File: src/rtl/pn_gen_pkg.sv
// Shared definitions for the pseudo-noise frame generator: FSM encoding,
// maximal-length tap masks and the default sync pattern.
package pn_gen_pkg;

  typedef enum logic [1:0] {
    ST_IDLE    = 2'd0,
    ST_SYNC    = 2'd1,
    ST_PAYLOAD = 2'd2,
    ST_RAW     = 2'd3
  } state_t;

  localparam logic [7:0] DEFAULT_SYNC_WORD = 8'hE4;

  // Mask bit i feeds state bit i into the feedback XOR (x^n + ... + 1).
  function automatic logic [15:0] default_taps(input int unsigned w);
    logic [15:0] t;
    case (w)
      3:       t = 16'h0006;
      4:       t = 16'h000C;
      5:       t = 16'h0014;
      6:       t = 16'h0030;
      7:       t = 16'h0060;
      8:       t = 16'h00B8;
      9:       t = 16'h0110;
      10:      t = 16'h0240;
      11:      t = 16'h0500;
      12:      t = 16'h0829;
      13:      t = 16'h100D;
      14:      t = 16'h2015;
      15:      t = 16'h6000;
      16:      t = 16'hD008;
      default: t = 16'h0000;
    endcase
    return t;
  endfunction

endpackage

File: src/rtl/lfsr_core.sv
// Fibonacci LFSR: MSB is the output bit, feedback shifts in at the LSB.
// A zero load value is replaced by all-ones so the register never locks up.
module lfsr_core #(
  parameter int                LFSR_W = 7,
  parameter logic [LFSR_W-1:0] TAPS   = 7'h60
) (
  input  logic              clk,
  input  logic              rst,
  input  logic              step,
  input  logic              load,
  input  logic [LFSR_W-1:0] load_val,
  output logic              out_bit
);

  logic [LFSR_W-1:0] s;

  always_ff @(posedge clk) begin
    if (rst) begin
      s <= '1;
    end else if (load) begin
      s <= (load_val == '0) ? '1 : load_val;
    end else if (step) begin
      s <= {s[LFSR_W-2:0], ^(s & TAPS)};
    end
  end

  assign out_bit = s[LFSR_W-1];

endmodule

File: src/rtl/pn_frame_gen.sv
// Serial PN test-pattern source: bit-rate divider, raw or framed
// (sync word + payload) sequencing and registered serial outputs.
module pn_frame_gen
  import pn_gen_pkg::*;
#(
  parameter int                LFSR_W      = 7,
  parameter logic [LFSR_W-1:0] TAPS        = 7'h60,
  parameter int                DIV         = 50,
  parameter int                SYNC_W      = 8,
  parameter logic [SYNC_W-1:0] SYNC_WORD   = DEFAULT_SYNC_WORD,
  parameter int                PAYLOAD_LEN = 127
) (
  input  logic              clk,
  input  logic              rst,
  input  logic              en,
  input  logic              mode,
  input  logic              seed_load,
  input  logic [LFSR_W-1:0] seed,
  output logic              bb,
  output logic              bit_stb,
  output logic              frame_start,
  output logic              in_sync
);

  localparam int CNT_W    = $clog2(DIV);
  localparam int BITN_MAX = (SYNC_W > PAYLOAD_LEN) ? SYNC_W : PAYLOAD_LEN;
  localparam int BITN_W   = (BITN_MAX > 1) ? $clog2(BITN_MAX) : 1;

  localparam logic [CNT_W-1:0]  CNT_LAST  = CNT_W'(DIV - 1);
  localparam logic [BITN_W-1:0] SYNC_LAST = BITN_W'(SYNC_W - 1);
  localparam logic [BITN_W-1:0] PAY_LAST  = BITN_W'(PAYLOAD_LEN - 1);

  state_t              state, cur_state, next_state;
  logic [CNT_W-1:0]    cnt;
  logic [BITN_W-1:0]   bitn, bitn_nxt;
  logic [LFSR_W-1:0]   seed_reg;
  logic [SYNC_W-1:0]   sync_sh;
  logic                tick;
  logic                lfsr_out;
  logic                bit_p0, sync_p0, first_p0;
  logic                step_req, reload_req;

  lfsr_core #(
    .LFSR_W (LFSR_W),
    .TAPS   (TAPS)
  ) u_lfsr (
    .clk      (clk),
    .rst      (rst),
    .step     (tick && step_req && !seed_load),
    .load     (seed_load || (tick && reload_req)),
    .load_val (seed_load ? seed : seed_reg),
    .out_bit  (lfsr_out)
  );

  // Stage p0: decide the bit emitted on the coming tick and the next FSM state.
  always_comb begin
    tick       = en && (cnt == CNT_LAST);
    cur_state  = state;
    if (state == ST_IDLE) cur_state = mode ? ST_SYNC : ST_RAW;
    next_state = cur_state;
    bitn_nxt   = bitn + 1'b1;
    bit_p0     = bb;
    sync_p0    = in_sync;
    first_p0   = 1'b0;
    step_req   = 1'b0;
    reload_req = 1'b0;
    sync_sh    = SYNC_WORD << bitn;

    case (cur_state)
      ST_SYNC: begin
        bit_p0  = sync_sh[SYNC_W-1];
        sync_p0 = 1'b1;
        if (bitn == '0) begin
          first_p0   = 1'b1;
          reload_req = 1'b1;
        end
        if (bitn == SYNC_LAST) begin
          bitn_nxt   = '0;
          next_state = ST_PAYLOAD;
        end
      end
      ST_PAYLOAD: begin
        bit_p0   = lfsr_out;
        sync_p0  = 1'b0;
        step_req = 1'b1;
        if (bitn == PAY_LAST) begin
          bitn_nxt   = '0;
          next_state = mode ? ST_SYNC : ST_RAW;
        end
      end
      ST_RAW: begin
        bit_p0   = lfsr_out;
        sync_p0  = 1'b0;
        step_req = 1'b1;
        // Framing can only start on a whole-period boundary.
        if (bitn == PAY_LAST) begin
          bitn_nxt   = '0;
          next_state = mode ? ST_SYNC : ST_RAW;
        end
      end
      default: ;
    endcase
  end

  // Stage p1: registered outputs, all aligned with bit_stb.
  always_ff @(posedge clk) begin
    if (rst) begin
      state       <= ST_IDLE;
      cnt         <= '0;
      bitn        <= '0;
      seed_reg    <= '1;
      bb          <= 1'b0;
      bit_stb     <= 1'b0;
      frame_start <= 1'b0;
      in_sync     <= 1'b0;
    end else if (seed_load) begin
      seed_reg    <= (seed == '0) ? '1 : seed;
      cnt         <= '0;
      bitn        <= '0;
      state       <= mode ? ST_SYNC : ST_RAW;
      bit_stb     <= 1'b0;
      frame_start <= 1'b0;
    end else begin
      bit_stb     <= tick;
      frame_start <= tick && first_p0;
      if (en) cnt <= tick ? '0 : cnt + 1'b1;
      if (tick) begin
        state   <= next_state;
        bitn    <= bitn_nxt;
        bb      <= bit_p0;
        in_sync <= sync_p0;
      end
    end
  end

endmodule

File: config.mk
export PLATFORM = sky130hd
export DESIGN_NAME = pn_frame_gen
export DESIGN_NICKNAME = d
export VERILOG_FILES = /design/src/rtl/pn_gen_pkg.sv /design/src/rtl/lfsr_core.sv /design/src/rtl/pn_frame_gen.sv
export SDC_FILE = /design/constraint.sdc
export NUM_CORES = 1
export LEC_CHECK = 0
export CAP_MARGIN = 20
export CORE_MARGIN = 1.5
export CORE_UTILIZATION = 51
export CTS_CLUSTER_SIZE = 10
export DETAILED_ROUTE_END_ITERATION = 16
export PLACE_DENSITY = 0.86
export SLEW_MARGIN = 0
export SYNTH_ARGS = -nofsm -noshare
export SYNTH_HDL_FRONTEND = slang
export SYNTH_SLANG_ARGS = --single-unit
File: constraint.sdc
create_clock -name clk -period 1.81 [get_ports clk]
set_input_delay 0.543 -clock clk [delete_from_list [all_inputs] [get_ports clk]]
set_output_delay 0.543 -clock clk [all_outputs]
set_load 0.005 [all_outputs]
==> run metrics <==
share of final-layout standard cells stronger than drive strength 1=between 30% and 40%; final-layout fill cell count=between 200 and 250; type of element launching the critical path=register; Worst Path Class, Setup=reg2reg; final cell area excluding filler cells=roughly 2400 sq um; failing checks=setup timing; antenna fix cells=0; Hold-fix buffers, CTS=0; clock tree from TritonCTS=yes; Port Buf Inserts=15; YS warnings=0; final setup violation count=2; setup repair after global routing missed its margin=true; TritonRoute pass-1 iters=4; number of placed I/O pins=16; count of nets left with antenna violations after detail routing=0; placer congestion estimate=a little over 0.8; largest net degree at the start of global routing=16; total chip power=approximately 1.6 mW; R2R Setup Slk=-20 ps; synthesized cell area=roughly 1700 sq um; cell-by-cell listing of the critical path=or4_4 -> or3_4 -> nor2_4 -> a2111oi_2 -> a21oi_1; final cycle utilization of the critical path=100.9%; most frequent cells in the layout=sky130_fd_sc_hd__buf_4, sky130_fd_sc_hd__dfxtp_1, sky130_fd_sc_hd__nor2_1; most common library cell in the layout ignoring fill and taps=sky130_fd_sc_hd__buf_4; Max rail drop VDD=just over 0.6 mV; origin of the critical flop-to-flop path=bitn[6]; Final Max Slew Viols=0; worst slack at placement=-523.4 ps; buffers plus inverters on the worst setup path=0; flops & latches, synth=33; H-tree Lvls=2; CTS max path bufs=2; final clock skew=~8 ps; Rows=20; first-pass GRT wire length=around 6600 microns; clock sink total=33; number of antenna violations at the first check in global routing=0; type of element capturing the critical path=register; total track usage=roughly a quarter; cell family with the largest share of critical-path delay=simple AND/OR/NAND/NOR gates; Worst-path clk slew=100 ps; f_max=547.7 MHz; pwr dens=~660 nW/um^2; run status=finished, violations left; insertion delay of the later-clocked pin in the worst-skew pair=roughly 350 ps; number of global-route vias before repair=1,557; die span in x=just over 60 microns; placed insts=roughly 280; root buf cell=sky130_fd_sc_hd__clkbuf_4; EDFF count, synth=0; floorplan die height=around 61 microns; Synthesized Nets=207; Static Leak=between 0.9 and 1 nW; launching element of the worst setup path=bitn[6]; Routed Wire Length=between 4000 and 5000 microns; number of non-filler instances in the completed layout=292; starting density of the core=55.04%; top flip-flop cell by instance count after synthesis=sky130_fd_sc_hd__dfxtp_1; required time of the critical path=between 2000 and 2500 ps; final hold violations=0; HP Start=in_sync; post-synthesis cell count=190; total global routing overflow=0; routed wirelength normalized by instance count=~15 microns; max cap viols=0; routed vias=1,632; count of cell types in the netlist=47; Hold Path Class=reg2reg; Worst Slack Setup Final=-15.70 ps; fraction of the core area covered by cells at the end of the flow=about three quarters; Initial DRC Count=83; clock buffer count from CTS=5; Via density=about 5.6; area post-placement=2133 sq um; peak per-stage delay on the critical path=~570 ps; post-synthesis cell type with the largest combined area=sky130_fd_sc_hd__dfxtp_1; Post-synth ARST share=0%; die area=around 3800 sq um; worst max-slew margin expressed relative to the limit=~76%; half-perimeter wire length of the detailed placement result=roughly 2900 microns; final net count=264; arrival time at the worst endpoint=between 2000 and 2500 ps; mean post-synth cell area=9.134 sq um; post-synth top area share=between 30% and 40%; Floorplan Core Area=between 3000 and 4000 sq um; top cells by area in the synthesized netlist=sky130_fd_sc_hd__dfxtp_1, sky130_fd_sc_hd__nor2_1, sky130_fd_sc_hd__mux2i_1; time the final worst path needs with I/O delays and setup=1826 ps; post-detailed-route DRC marker count=0; part of the Yosys area used for sequential elements=between 30% and 40%; synthesis-to-finish area growth=38.79%; slowest stage cell, crit path=sky130_fd_sc_hd__or4_4; CP Max Fanout=5; Least-Margin Pin Slew=roughly 360 ps
[where the power goes]
part / switching (mW) / internal, mW
clock network: 0.261 / 0.330
registers: 0.0233 / 0.754
logic: 0.102 / 0.115
[tightest hold or removal path, delay by kind of cell (launching register included)]
family        cells  cell delay (ps)
flops             1              350
mux               1               70
simple gates      1               70
[cell type report]
class | instances | area, sq um | area share [%]
multi-input combinational | 146 | 1109 | 46.03
clock inverter | 1 | 30.03 | 1.247
clock buffer | 7 | 55.05 | 2.286
inverter | 3 | 11.26 | 0.4675
timing repair buffer | 58 | 486.7 | 20.21
tap | 44 | 55.05 | 2.286
sequential | 33 | 661.9 | 27.48
[what timing repair did]
action	4_1_cts	5_1_grt
endpoints found under the setup margin	16	18
buffers inserted	0	5
gates resized for setup	9	22
hold endpoints to repair	0	0
cloned	1	0
pin swaps	2	9
[cells by family after synthesis]
kind of cell               synth area share [%]
AOI/OAI and AO/OA                         17.59
xor gates and xnor gates                  5.047
adders and majority gates                 3.605
buffers and inverters                     5.984
DFF                                       38.07
muxes                                     5.335
and+or+nand+nor                           24.37
[final timing paths]
| kind | endpoint | depth (start not counted) |
|---|---|---|
| max | u_lfsr.s[5] | 5 |
| min | in_sync | 2 |
| max reg2reg | u_lfsr.s[5] | 5 |
| min reg2reg | in_sync | 2 |
[cell usage after synthesis (2+ instances only)]
master / instances
sky130_fd_sc_hd__nand2_1: 15
sky130_fd_sc_hd__a2111oi_1: 5
sky130_fd_sc_hd__nand3_1: 6
sky130_fd_sc_hd__nor3_1: 8
sky130_fd_sc_hd__nor2b_1: 4
sky130_fd_sc_hd__mux2_2: 2
sky130_fd_sc_hd__a311oi_1: 2
sky130_fd_sc_hd__nor4_1: 4
sky130_fd_sc_hd__a211oi_1: 4
sky130_fd_sc_hd__a2111o_1: 3
sky130_fd_sc_hd__clkbuf_8: 3
sky130_fd_sc_hd__buf_6: 2
sky130_fd_sc_hd__xor2_1: 7
sky130_fd_sc_hd__and3_1: 4
sky130_fd_sc_hd__inv_1: 3
sky130_fd_sc_hd__and3_2: 3
sky130_fd_sc_hd__nand2b_1: 2
sky130_fd_sc_hd__a21oi_1: 13
sky130_fd_sc_hd__dfxtp_1: 33
sky130_fd_sc_hd__mux2i_1: 7
sky130_fd_sc_hd__nor2_1: 23
sky130_fd_sc_hd__nand4_1: 5
sky130_fd_sc_hd__ha_1: 5
sky130_fd_sc_hd__xnor2_1: 3
sky130_fd_sc_hd__o21a_1: 2
[per-layer routing]
metal | vias to the layer above | GRT usage (%) | share of wire [%]
met5 | - | 0 | 0
met4 | 0 | 8.815 | 1.5
met3 | 8 | 6.723 | 3.1
met2 | 26 | 41.95 | 51
met1 | 783 | 28.13 | 45
li1 | 815 | - | -
[metrics by stage]
stage / setup TNS (ps) / hold WS, ps
detailed placement: -11830 / 494.8
floorplan: 0 / 462.9
CTS: -102.7 / 517.4
global route: -475.0 / 551.3
finish: -20.98 / 511.4
global placement: -10550 / 484.3
Note: power is estimated with default switching activity, not from simulation.
